--- src/rtl/clk_div_pkg.sv ---
// Shared types, defaults and helpers for the clock divider bank.
// Divider half-period is BASE_HALF shifted left by the per-channel select.
package clk_div_pkg;

    localparam int unsigned DEF_SEL_W     = 3;
    localparam int unsigned DEF_BASE_HALF = 5000000;

    typedef enum logic {
        IDLE,
        RUN
    } state_e;

    function automatic logic [63:0] half_of(input logic [63:0] base,
                                            input logic [7:0]  sel);
        return base << sel;
    endfunction

endpackage

--- src/rtl/clk_div_chan.sv ---
// One divider channel: run/idle FSM, half-period counter, pending rate
// select that is only applied at a half-period boundary.
module clk_div_chan
    import clk_div_pkg::*;
#(
    parameter int unsigned CNT_W     = 32,
    parameter int unsigned SEL_W     = DEF_SEL_W,
    parameter int unsigned BASE_HALF = DEF_BASE_HALF
) (
    input  logic             clk_i,
    input  logic             rst_i,
    input  logic             wr_i,
    input  logic [SEL_W-1:0] sel_i,
    input  logic             en_i,
    output logic             clk_o,
    output logic             tick_o,
    output logic [SEL_W-1:0] prog_o,
    output logic             pend_o
);

    localparam logic [63:0] MAX_HALF =
        half_of(64'(BASE_HALF), 8'((1 << SEL_W) - 1));
    localparam logic [CNT_W-1:0] HALF0 = CNT_W'(BASE_HALF);
    localparam logic [CNT_W-1:0] ONE   = CNT_W'(1);

    if ((MAX_HALF >> CNT_W) != 64'd0) begin : g_ovf
        $error("clk_div_chan: BASE_HALF << max sel overflows CNT_W");
    end

    state_e           state_q;
    logic [CNT_W-1:0] cnt_q;
    logic [CNT_W-1:0] half_q;
    logic [SEL_W-1:0] sel_q;
    logic [SEL_W-1:0] psel_q;
    logic             pend_q;
    logic             clk_q;
    logic             tick_q;

    logic [CNT_W-1:0] half_d;
    logic             last;

    assign half_d = CNT_W'(half_of(64'(BASE_HALF), 8'(psel_q)));
    assign last   = (cnt_q == half_q - ONE);

    always_ff @(posedge clk_i or posedge rst_i) begin
        if (rst_i) begin
            state_q <= IDLE;
            cnt_q   <= '0;
            half_q  <= HALF0;
            sel_q   <= '0;
            psel_q  <= '0;
            pend_q  <= 1'b0;
            clk_q   <= 1'b0;
            tick_q  <= 1'b0;
        end else begin
            tick_q <= 1'b0;
            unique case (state_q)
                IDLE: begin
                    clk_q <= 1'b0;
                    cnt_q <= '0;
                    if (pend_q) begin
                        half_q <= half_d;
                        sel_q  <= psel_q;
                        pend_q <= 1'b0;
                    end
                    if (en_i) state_q <= RUN;
                end
                RUN: begin
                    if (last) begin
                        cnt_q <= '0;
                        if (pend_q) begin
                            half_q <= half_d;
                            sel_q  <= psel_q;
                            pend_q <= 1'b0;
                        end
                        if (!en_i && !clk_q) begin
                            state_q <= IDLE;
                        end else begin
                            clk_q  <= ~clk_q;
                            tick_q <= ~clk_q;
                        end
                    end else if (!en_i && !clk_q) begin
                        state_q <= IDLE;
                        cnt_q   <= '0;
                    end else begin
                        cnt_q <= cnt_q + ONE;
                    end
                end
                default: state_q <= IDLE;
            endcase
            // A write on a boundary edge lands after the apply above.
            if (wr_i) begin
                psel_q <= sel_i;
                pend_q <= 1'b1;
            end
        end
    end

    assign clk_o  = clk_q;
    assign tick_o = tick_q;
    assign prog_o = sel_q;
    assign pend_o = pend_q;

endmodule

--- src/rtl/clk_div_bank.sv ---
// Bank of independently programmable clock dividers.
// Holds only the program-strobe decode and per-channel output packing.
module clk_div_bank
    import clk_div_pkg::*;
#(
    parameter int unsigned N_CH      = 2,
    parameter int unsigned CNT_W     = 32,
    parameter int unsigned SEL_W     = DEF_SEL_W,
    parameter int unsigned BASE_HALF = DEF_BASE_HALF,
    localparam int unsigned CH_W     = (N_CH > 1) ? $clog2(N_CH) : 1
) (
    input  logic                  clock,
    input  logic                  reset,
    input  logic                  update,
    input  logic [CH_W-1:0]       ch_sel,
    input  logic [SEL_W-1:0]      prog_in,
    input  logic [N_CH-1:0]       en,
    output logic [N_CH-1:0]       clk_out,
    output logic [N_CH-1:0]       tick_out,
    output logic [N_CH*SEL_W-1:0] prog_out,
    output logic [N_CH-1:0]       pending
);

    for (genvar k = 0; k < N_CH; k++) begin : g_ch
        logic wr;
        // Addresses beyond N_CH-1 match no channel and are dropped.
        assign wr = update && (ch_sel == CH_W'(k));

        clk_div_chan #(
            .CNT_W    (CNT_W),
            .SEL_W    (SEL_W),
            .BASE_HALF(BASE_HALF)
        ) u_chan (
            .clk_i (clock),
            .rst_i (reset),
            .wr_i  (wr),
            .sel_i (prog_in),
            .en_i  (en[k]),
            .clk_o (clk_out[k]),
            .tick_o(tick_out[k]),
            .prog_o(prog_out[k*SEL_W +: SEL_W]),
            .pend_o(pending[k])
        );
    end

endmodule
--- config.mk ---
export PLATFORM = sky130hd
export DESIGN_NAME = clk_div_bank
export DESIGN_NICKNAME = d
export VERILOG_FILES = /design/src/rtl/clk_div_pkg.sv /design/src/rtl/clk_div_chan.sv /design/src/rtl/clk_div_bank.sv
export SDC_FILE = /design/constraint.sdc
export NUM_CORES = 1
export LEC_CHECK = 0
export BUFFER_PORTS_ARGS = -buffer_cell sky130_fd_sc_hd__buf_2
export CAP_MARGIN = 20
export CELL_PAD_IN_SITES_DETAIL_PLACEMENT = 1
export CELL_PAD_IN_SITES_GLOBAL_PLACEMENT = 1
export CORE_UTILIZATION = 35
export DETAILED_ROUTE_END_ITERATION = 7
export PLACE_DENSITY_LB_ADDON = 0.1
export SLEW_MARGIN = 15
export SYNTH_ARGS = -nofsm -noshare
export SYNTH_HDL_FRONTEND = slang
export SYNTH_HIERARCHICAL = 1
export SYNTH_SLANG_ARGS = --single-unit
--- constraint.sdc ---
create_clock -name clock -period 7 [get_ports clock]
set_input_delay 1.05 -clock clock [delete_from_list [all_inputs] [get_ports clock]]
set_output_delay 1.05 -clock clock [all_outputs]
set_load 0.01 [all_outputs]
After elaboration in Yosys (flattened, before gate mapping). Cells that the tools add are included.

Bits of input ports: 9. Register bits: 148.

Shifts and indexed selects: 2. Eq/ne operators: 8. Bitwise gates (word level): 5. Reductions and logical operators: 10. Muxes and demuxes: 42. $add $sub $neg: 4.

Operators with widths (count): 32-bit two-way mux (8); 32-bit case mux with 2 select lines (4); 32-bit by 1-bit adder with 32-bit output, second input constant (2); 32-bit == test (2); 23-bit by 3-bit << shifter with 32-bit output, first input constant (2); 32-bit by 1-bit subtractor with 32-bit output, second input constant (2); 1-bit two-way mux (18); 3-bit two-way mux (4); 1-bit case mux with 2 select lines (6); 3-bit case mux with 2 select lines (2); 2-bit != test, second input constant (4); 3-bit by 2-bit != test with 1-bit output, second input constant (2); 1-bit inverter (5); 1-bit logical AND (4); 1-bit logical NOT (4); 2-bit AND reduction (2).

Logic depth before layout (Yosys ltp). Gate-level depths: netlist of run 1.

Depth in word-level cells: 5. Mapped depth: 11. Mapped depth without buffers: 10.

By module. Netlist of run 1, hierarchy kept.

Modules (own cells, without submodules): clk_div_chan (cells each 408, instances 2, area an instance 4033.9 um^2); clk_div_bank (cells each 2, instances 1, area an instance 16.3 um^2).

Worst setup path after synthesis of run 1. OpenSTA, ideal clock, no wires.

Kind: reg-to-reg. Start point: register g_ch[0].u_chan.half_q[7]. End point: register g_ch[0].u_chan.half_q[20]. Cell stages (with the launch flop): 12. Buffers on the path: 1. Setup slack: 4.001 ns. Data arrival time: 2.874 ns. Cells stage by stage: dfrtp_1 inv_1 ha_1 nor3b_2 nand4_2 or4_1 a21oi_1 o22ai_1 nor4_4 o21ai_4 buf_6 mux2_4.

Word-level cells in the longest chain between the ends: 3.

RTL lines: from (decl) (RTL line clk_div_chan.sv:32) `logic [CNT_W-1:0] half_q;`; from (signal assigned) (RTL line clk_div_chan.sv:62) `half_q <= half_d;`; from (signal assigned) (RTL line clk_div_chan.sv:72) `half_q <= half_d;`; 32-bit by 1-bit subtractor with 32-bit output (RTL line clk_div_chan.sv:43) `assign last = (cnt_q == half_q - ONE);`; 32-bit == test (RTL line clk_div_chan.sv:43); 2-bit != test (no line).

No other way between the ends. A chain may end at the register's enable or synchronous reset.

Worst setup path in the final report of run 1.
Start point: register g_ch[1].u_chan.half_q[6]. End point: register g_ch[1].u_chan.cnt_q[25].

Word-level cells in the longest chain between the ends: 4.

RTL lines: from (decl) (RTL line clk_div_chan.sv:32); from (signal assigned) (RTL line clk_div_chan.sv:62); from (signal assigned) (RTL line clk_div_chan.sv:72); 32-bit by 1-bit subtractor with 32-bit output (RTL line clk_div_chan.sv:43); 32-bit == test (RTL line clk_div_chan.sv:43); 32-bit two-way mux (RTL line clk_div_chan.sv:69) `if (last) begin`; 32-bit case mux with 2 select lines (RTL line clk_div_chan.sv:57) `unique case (state_q)`; to (signal assigned) (RTL line clk_div_chan.sv:86) `cnt_q <= cnt_q + ONE;`; to (decl) (RTL line clk_div_chan.sv:31) `logic [CNT_W-1:0] cnt_q;`.

No other way between the ends.

==> summary.log, run 1 <==
qor: layout.nNetsFinal 858
qor: power.pwr-share-clk 0.335
qor: die.initial_core_util 0.357
qor: placement.place.port_buffers 20
qor: power.power.switching_fraction 0.346
qor: die.design.core.area 22,600 um^2
qor: clock_tree.clock_latency 420 ps
qor: sta.worst_clock_skew 11.0 ps
qor: logic_synthesis.synthCells 818
qor: grt.grt_antenna_before_repair 0
qor: sta.fin_max_slew_vios 0
qor: logic_synthesis.yosys-top-cells-area sky130_fd_sc_hd__dfrtp_1 (36%), sky130_fd_sc_hd__xor2_1 (7.4%), sky130_fd_sc_hd__xnor2_1 (6.9%)
qor: power.power.net_switching 0.935 mW
qor: clock_tree.cts_buffers 17
qor: sta.fin_tns_setup 0 ps
qor: power.comb_power_share 0.256
qor: logic_synthesis.ys_async_sr_fraction 1.00
qor: clock_tree.path_clk_slew 60 ps
qor: power.static-leakage-power 3.90 nW
qor: flow_run.cap_violations 0
qor: layout.flow.area_growth_from_synthesis 11.6%
qor: power.intPower 1.76 mW
qor: routing.first_iter_violations 289
qor: logic_synthesis.yosysWarnings 6
qor: critical_path.cp_data_required_time 7290 ps
qor: critical_path.worst_setup_path_end_kind flop
qor: placement.hpwlAfterDp 15,500 um
qor: status.status finished, final reports clean
qor: grt.grt.total_usage 0.187
qor: power.ir_worst_vdd 151 uV
qor: power.powerDensity 299 nW/um^2
qor: placement.placed_cells 1,097
qor: logic_synthesis.yosys.cell_count.top_type sky130_fd_sc_hd__dfrtp_1
qor: logic_synthesis.netlist_top_cells_count sky130_fd_sc_hd__dfrtp_1 (116), sky130_fd_sc_hd__nor2_1 (104), sky130_fd_sc_hd__xor2_1 (68), sky130_fd_sc_hd__nand2_1 (66), sky130_fd_sc_hd__xnor2_1 (64)
qor: logic_synthesis.net_count_of_the_mapped_netlist 843
qor: clock_tree.cts-root-buf sky130_fd_sc_hd__clkbuf_16
qor: critical_path.critical_path_class reg2reg
qor: grt.first_pass_grt_wire_length 34,700 um
qor: die.die-height 154 um
qor: sta.unrepaired_setup_endpoints_after_global_routing false
qor: grt.maximum_number_of_pins_on_one_net_before_global_route_repair 67
qor: sta.hold_viol_final 0
qor: critical_path.worstPathArrival 4320 ps
qor: layout.seqCellArea 3320 um^2
qor: logic_synthesis.synth_area 8080 um^2
qor: clock_tree.post-cts-setup-buffers 0
qor: layout.multiInputGateArea 4450 um^2
qor: critical_path.worst_setup_start_kind flop
qor: power.seq_power_share 0.409
qor: die.rows 55
qor: grt.first_global_vias 6,196
qor: layout.antennaDiodeCount 0
qor: die.dieArea 23,700 um^2
qor: grt.grt_remaining_overflow 0
qor: logic_synthesis.synth_area_per_cell 9.88 um^2
qor: routing.detailroute.via_count 6,017
qor: logic_synthesis.cell_type_with_the_largest_total_area_after_synthesis sky130_fd_sc_hd__dfrtp_1
qor: layout.finish.cell_count_without_fillers 1,131
qor: sta.finalCritPeriodShare 0.576
qor: routing.viasPerCell 5.32
qor: routing.route.detailed.drc 0
qor: clock_tree.cts_hold_repair.buffers 0
qor: logic_synthesis.post_synth_num_cell_types 57
qor: clock_tree.htreeDepth 4
qor: logic_synthesis.number_of_synthesized_register_bits 132
qor: critical_path.crit_path_max_fanout 32
qor: min_path.class_of_the_most_critical_hold_timing_path reg2reg
qor: logic_synthesis.ys_seq_area_frac 0.411
qor: clock_tree.cts-root-to-sink-buffers 2
qor: sta.fmax 248 MHz
qor: sta.worstMarginPinSlew 878 ps
qor: logic_synthesis.synth.top_cell.area_share 0.359
qor: clock_tree.tritoncts done
qor: layout.drive_above_1_share 0.152
qor: logic_synthesis.synth_enable_flop_cells 0
qor: routing.routedWlPerCell 18.5 um
qor: power.design_power_total 2.70 mW
qor: routing.final_routed_wirelength 20,900 um
qor: placement.routabilityCongestion 0.844
qor: sta.max-slew-margin-rel 0.415
qor: layout.fill_cell_count 2,487
qor: sta.final_critical_path_time_including_i_o_delays_and_setup 4040 ps
qor: sta.setup_viol 0
qor: routing.ant_nets 0
qor: logic_synthesis.synth_flop_cell sky130_fd_sc_hd__dfrtp_1
qor: die.chipWidth 154 um
qor: routing.first_pass_iters 6
qor: die.num_io_pins 21
qor: clock_tree.clock_sink_count 132
qor: clock_tree.cts_resized 0
cells by family (layout without fill, tap and decap cells):
logic type,Yosys count,in the layout,share of synthesized area
adder cells (fa/ha/maj),16,16,0.0248
flip-flops,132,132,0.411
multiplexers,60,60,0.0941
AO/OA/AOI/OAI,80,80,0.0650
buffers and inverters,62,90,0.0387
AND/OR/NAND/NOR,336,336,0.223
XOR/XNOR,132,132,0.143
per-layer routing:
metal  share of wire  wire, um  GRT usage
met1            0.54     11200      0.287
met5               0         0          0
met3           0.025       519     0.0279
met4           0.012       259     0.0590
met2            0.42      8860      0.265
critical path, cell delays in order, from the launching register on:
cell and delay [ps]:
sky130_fd_sc_hd__dfstp_2 610, sky130_fd_sc_hd__inv_1 80, sky130_fd_sc_hd__ha_1 360, sky130_fd_sc_hd__xor2_1 150, sky130_fd_sc_hd__nor4bb_1 510, sky130_fd_sc_hd__nand4_1 210, sky130_fd_sc_hd__a2111oi_0 540, sky130_fd_sc_hd__o21ai_1 220
sky130_fd_sc_hd__or4_1 610, sky130_fd_sc_hd__o211ai_2 130, sky130_fd_sc_hd__buf_4 370, sky130_fd_sc_hd__nor2_1 100
final timing paths:
path,start,to,slack (ps),depth (start not counted)
worst max-delay path,g_ch[1].u_chan/half_q[6],g_ch[1].u_chan/cnt_q[25],2960,11
worst min-delay path,g_ch[1].u_chan/half_q[18],g_ch[1].u_chan/half_q[18],510,2
worst max register to register,g_ch[1].u_chan/half_q[6],g_ch[1].u_chan/cnt_q[25],2960,11
min in group asynchronous,reset,g_ch[1].u_chan/cnt_q[6],880,3
worst min register to register,g_ch[1].u_chan/half_q[18],g_ch[1].u_chan/half_q[18],510,2
max in group asynchronous,reset,g_ch[1].u_chan/half_q[10],5510,3
state kept, by name, summed over array words and instances (netlist names):
| signal | cells |
|---|---|
| g_ch.u_chan/state_q | 2 |
| g_ch.u_chan/prog_o | 6 |
| g_ch.u_chan/cnt_q | 64 |
| g_ch.u_chan/clk_o | 2 |
| g_ch.u_chan/tick_o | 2 |
| g_ch.u_chan/pend_o | 2 |
| g_ch.u_chan/psel_q | 6 |
| g_ch.u_chan/half_q | 48 |
layout make-up:
class | count | area share
Clock buffer | 19 | 0.0491
Clock inverter | 13 | 0.0165
Inverter | 32 | 0.0133
Multi-Input combinational cell | 624 | 0.493
Sequential cell | 132 | 0.368
Tap cell | 285 | 0.0395
Timing Repair Buffer | 26 | 0.0205
power groups by stage:
stage	Clock, mW	Sequential [mW]	Combinational, mW
final	0.903	1.10	0.690
after global routing	0.961	1.13	0.768
after CTS	0.929	1.10	0.694
after detailed placement	0	1.12	0.690
after global placement	0	1.11	0.666
after floorplan	0	1.01	0.590
cell usage in the layout (no fill, tap or decap), types with 6 or more instances in the layout:
cell type,n
sky130_fd_sc_hd__nand2_1,66
sky130_fd_sc_hd__ha_1,16
sky130_fd_sc_hd__dfstp_2,16
sky130_fd_sc_hd__nand3_1,38
sky130_fd_sc_hd__nor3_1,18
sky130_fd_sc_hd__or3_1,8
sky130_fd_sc_hd__inv_1,30
sky130_fd_sc_hd__mux2_1,14
sky130_fd_sc_hd__dfrtp_1,116
sky130_fd_sc_hd__o31ai_1,12
sky130_fd_sc_hd__a21oi_1,14
sky130_fd_sc_hd__nand4_1,18
sky130_fd_sc_hd__o21ai_0,26
sky130_fd_sc_hd__xnor2_1,64
sky130_fd_sc_hd__or4_1,14
sky130_fd_sc_hd__and3_1,12
sky130_fd_sc_hd__mux2i_1,16
sky130_fd_sc_hd__nor4_1,6
sky130_fd_sc_hd__nor2_1,104
sky130_fd_sc_hd__buf_2,20
sky130_fd_sc_hd__clkbuf_16,17
sky130_fd_sc_hd__xor2_1,68
sky130_fd_sc_hd__mux2_4,28
stage by stage:
stage	instance area, um^2	hold WS [ps]	utilization	worst slack, ps
final	9020	510	0.399	2960
after global routing	9020	530	0.399	2780
after CTS	8970	511	0.396	3030
after detailed placement	8380	489	0.370	3040
after global placement	8380	490	0.370	3110
after floorplan	8080	463	-	4000
(Power assumes the default switching activity.)
==> run 2, diff against run 1 <==
--- a/config.mk
+++ b/config.mk
@@ -5,6 +5,7 @@
 export SDC_FILE = /design/constraint.sdc
 export NUM_CORES = 1
 export LEC_CHECK = 0
+export ABC_AREA = 1
 export BUFFER_PORTS_ARGS = -buffer_cell sky130_fd_sc_hd__buf_2
 export CAP_MARGIN = 20
 export CELL_PAD_IN_SITES_DETAIL_PLACEMENT = 1
==> constraint.sdc (replaced) <==
create_clock -name clock -period 4.15 [get_ports clock]
set_input_delay 0.6225 -clock clock [delete_from_list [all_inputs] [get_ports clock]]
set_output_delay 0.6225 -clock clock [all_outputs]
set_load 0.01 [all_outputs]
==> run 2 against run 1 <==
Effect of this change:
- flip-flop and latch count unchanged
- sequential power rose by 55%
- non-clock buffer count up 4
- core utilization fell by 0.58 points
- critical path depth increased by 6
- total power increased by 70%
- critical path type unchanged
- largest cell class unchanged
- largest power group unchanged
- highest routed layer unchanged
==> summary.log, run 2 <==
qor: grt.grt.total_usage 0.240 [+0.0526]
qor: logic_synthesis.netlist_top_cells_count sky130_fd_sc_hd__nand2_1 (417), sky130_fd_sc_hd__inv_1 (196), sky130_fd_sc_hd__nor2_1 (166), sky130_fd_sc_hd__nand3_1 (132), sky130_fd_sc_hd__dfrtp_1 (116)
qor: critical_path.crit_chain inv_1 -> ha_1 -> inv_1 -> nand2_1 -> nand2_1 -> nor2_1 -> nand3_1 -> nor2_1 -> nand2_1 -> nor2_1 -> nand2_1 -> nor2_1 -> nand3_2 -> nand2_2 -> nand2_2 -> nand2_1 -> nand2_1
qor: critical_path.rr_worst_depth 17 [+6]
qor: sta.final_critical_path_time_including_i_o_delays_and_setup 3200 ps [-835 ps]
qor: placement.placed_cells 1,717 [+57%]
qor: layout.finish.cell_count_without_fillers 1,749 [+55%]
qor: sta.worst_clock_skew 15.3 ps [+4.29 ps]
qor: grt.grt_antenna_before_repair 0 [unchanged]
qor: clock_tree.cts_buffers 17 [unchanged]
qor: clock_tree.cts_hold_repair.buffers 0 [unchanged]
qor: routing.final_routed_wirelength 30,500 um [+46%]
qor: grt.first_pass_grt_wire_length 49,600 um [+43%]
qor: power.powerDensity 448 nW/um^2 [+50%]
qor: critical_path.reg_to_reg_endpoint g_ch[0].u_chan/half_q[27]
qor: logic_synthesis.synthCells 1,388 [+70%]
qor: critical_path.worst_setup_start_kind flop
qor: layout.flow.area_growth_from_synthesis 10.2%
qor: power.power.net_switching 1.81 mW [+94%]
qor: critical_path.crit_path_max_fanout 27 [-16%]
qor: sta.unrepaired_setup_endpoints_after_global_routing false
qor: die.die-height 165 um [+7.1%]
qor: sta.fin_ws 950 ps [-2020 ps]
qor: logic_synthesis.yosys-top-cells-area sky130_fd_sc_hd__dfrtp_1 (31%), sky130_fd_sc_hd__nand2_1 (17%), sky130_fd_sc_hd__inv_1 (7.9%)
qor: critical_path.crit_slowest_cell sky130_fd_sc_hd__dfstp_2
qor: die.chipWidth 165 um [+7.1%]
qor: placement.hpwlAfterDp 24,100 um [+55%]
qor: clock_tree.clock_latency 430 ps [about the same]
qor: layout.commonest_non_fill_non_tap_cells_in_the_layout sky130_fd_sc_hd__nand2_1 (417), sky130_fd_sc_hd__inv_1 (194), sky130_fd_sc_hd__nor2_1 (166)
qor: layout.drive_above_1_share 0.0849 [-0.0676]
qor: layout.largest_register_ffs 64 [unchanged]
qor: clock_tree.htreeDepth 4 [unchanged]
qor: critical_path.worstPathArrival 3500 ps [-820 ps]
qor: logic_synthesis.synth_flop_cell sky130_fd_sc_hd__dfrtp_1
qor: die.initial_core_util 0.357 [-0.000504]
qor: power.seq_power_share 0.372 [-0.037]
qor: routing.first_iter_violations 381 [+32%]
qor: logic_synthesis.ys_seq_area_frac 0.358 [-0.0534]
qor: die.rows 59 [+7.3%]
qor: logic_synthesis.yosysWarnings 6 [unchanged]
qor: power.intPower 2.77 mW [+57%]
qor: routing.viasPerCell 5.06 [-4.9%]
qor: critical_path.crit_path_max_incr_delay 550 ps [-60 ps]
qor: sta.worstMarginPinSlew 900 ps [+21.8 ps]
qor: power.static-leakage-power 5.35 nW [+37%]
qor: layout.fill_cell_count 3,445 [+39%]
qor: sta.setup_viol 0 [unchanged]
qor: layout.most_common_cell_after_layout_fill_and_taps_aside sky130_fd_sc_hd__nand2_1
qor: critical_path.worstReg2RegStart g_ch[0].u_chan/half_q[6]
qor: grt.first_global_vias 8,933 [+44%]
qor: critical_path.r2r_slack 950 ps [-2020 ps]
qor: placement.place.port_buffers 20 [unchanged]
qor: sta.fin_max_slew_vios 0 [unchanged]
qor: critical_path.cp_data_required_time 4450 ps [-2840 ps]
qor: power.comb_power_share 0.313 [+0.057]
qor: logic_synthesis.ys_async_sr_fraction 1.00 [unchanged]
qor: clock_tree.cts-root-to-sink-buffers 2 [unchanged]
qor: placement.routabilityCongestion 0.892 [+5.7%]
qor: power.power.switching_fraction 0.396 [+0.0495]
qor: routing.route.detailed.drc 0 [unchanged]
qor: clock_tree.clock_sink_count 132 [unchanged]
qor: logic_synthesis.net_count_of_the_mapped_netlist 1,413 [+68%]
qor: die.num_io_pins 21 [unchanged]
qor: layout.antennaDiodeCount 0 [unchanged]
qor: clock_tree.tritoncts done
qor: clock_tree.post-cts-setup-buffers 0 [unchanged]
qor: flow_run.cap_violations 0 [unchanged]
qor: sta.hold_viol_final 0 [unchanged]
qor: logic_synthesis.synth.top_cell.area_share 0.312 [-0.0467]
qor: sta.max-slew-margin-rel 0.399 [-0.0154]
qor: clock_tree.path_clk_slew 70 ps [about the same]
qor: routing.detailroute.via_count 8,845 [+47%]
qor: critical_path.critical_path.most_common_cell sky130_fd_sc_hd__nand2_1
qor: die.dieArea 27,200 um^2 [+15%]
qor: logic_synthesis.synth_enable_flop_cells 0 [unchanged]
qor: clock_tree.cts_resized 0 [unchanged]
qor: grt.grt_remaining_overflow 0 [unchanged]
qor: power.pwr-share-clk 0.315 [-0.020]
qor: critical_path.worst_setup_path_end_kind flop
qor: logic_synthesis.number_of_synthesized_register_bits 132 [unchanged]
qor: min_path.class_of_the_most_critical_hold_timing_path in2async
qor: logic_synthesis.post_synth_num_cell_types 34 [-40%]
qor: routing.routedWlPerCell 17.4 um [-5.6%]
qor: clock_tree.cts-root-buf sky130_fd_sc_hd__clkbuf_16
qor: placement.place_ws 946 ps [-2100 ps]
qor: die.design.core.area 26,100 um^2 [+15%]
qor: status.status finished, final reports clean
qor: sta.fin_tns_setup 0 ps [unchanged]
qor: grt.maximum_number_of_pins_on_one_net_before_global_route_repair 41 [-39%]
qor: logic_synthesis.cell_type_with_the_largest_total_area_after_synthesis sky130_fd_sc_hd__dfrtp_1
qor: logic_synthesis.yosys.cell_count.top_type sky130_fd_sc_hd__nand2_1
qor: routing.ant_nets 0 [unchanged]
qor: logic_synthesis.synth_area_per_cell 6.69 um^2 [-32%]
qor: logic_synthesis.synth_area 9290 um^2 [+15%]
qor: power.ir_worst_vdd 243 uV [+61%]
qor: routing.first_pass_iters 4 [-2]
qor: layout.max_flop_register g_ch.u_chan/cnt_q
qor: layout.nNetsFinal 1,426 [+66%]
qor: sta.fmax 312 MHz [+26%]
qor: sta.finalCritPeriodShare 0.771 [+0.195]
qor: critical_path.critical_path_class reg2reg
qor: layout.reg_top3 g_ch.u_chan/cnt_q: 64 flops, g_ch.u_chan/half_q: 48 flops
## run 2: cell families after synthesis
kind of cell | share of synthesized area
XOR/XNOR | 0.0641
buffers and inverters | 0.101
flip-flops | 0.358
AO/OA/AOI/OAI | 0.0436
AND/OR/NAND/NOR | 0.412
adder cells (fa/ha/maj) | 0.0215
## run 2: stage by stage
step / total power, mW / hold WS [ps] / util / cell area (um^2)
6_report: 4.58 / 333 / 0.393 / 10200
5_1_grt: 4.92 / 381 / 0.393 / 10200
4_1_cts: 4.64 / 340 / 0.393 / 10200
3_5_place_dp: 3.16 / 457 / 0.372 / 9690
3_3_place_gp: 3.14 / 450 / 0.372 / 9690
2_1_floorplan: 2.75 / 425 / - / 9290
## run 2: cell type report
| class | count | area (um^2) | share of cell area |
|---|---|---|---|
| repair buffers | 30 | 175 | 0.0171 |
| clock inverters | 12 | 109 | 0.0106 |
| flip-flops and latches | 132 | 3320 | 0.325 |
| multi-input cells | 1022 | 5030 | 0.491 |
| inverters | 198 | 743 | 0.0726 |
| well taps | 335 | 419 | 0.0409 |
| clock buffers | 20 | 437 | 0.0427 |
## run 2: how the worst max path moves through the flow
stage	start	end	slack (ps)
final	g_ch[0].u_chan/half_q[6]	g_ch[0].u_chan/half_q[27]	950
after global routing	g_ch[0].u_chan/half_q[6]	g_ch[0].u_chan/half_q[23]	580
after CTS	g_ch[0].u_chan/half_q[6]	g_ch[0].u_chan/half_q[27]	910
after detailed placement	g_ch[0].u_chan/half_q[6]	g_ch[0].u_chan/half_q[27]	950
after global placement	g_ch[0].u_chan/half_q[6]	g_ch[0].u_chan/half_q[23]	1000
after floorplan	reset	g_ch[0].u_chan/clk_o	1890
## run 2: power groups by stage
stage          Sequential, mW  Clock, mW  Combinational (mW)
6_report                 1.71       1.44                1.43
5_1_grt                  1.73       1.54                1.66
4_1_cts                  1.70       1.49                1.44
3_5_place_dp             1.73          0                1.44
3_3_place_gp             1.72          0                1.41
2_1_floorplan            1.62          0                1.12
## run 2: routing by layer
metal	share of wire	vias to the layer above	global-route usage
met2	0.44	121	0.368
li1	-	4415	-
met4	0.012	0	0.0550
met5	0	-	0
met1	0.52	4283	0.350
met3	0.031	26	0.0369
## run 2: worst max-delay path: cells and delay by family (launching register included)
kind                     cells  cell delay [ps]
flip-flops                   1              550
AND/OR/NAND/NOR             14             2060
adder cells (fa/ha/maj)      1              310
buffers and inverters        2              130
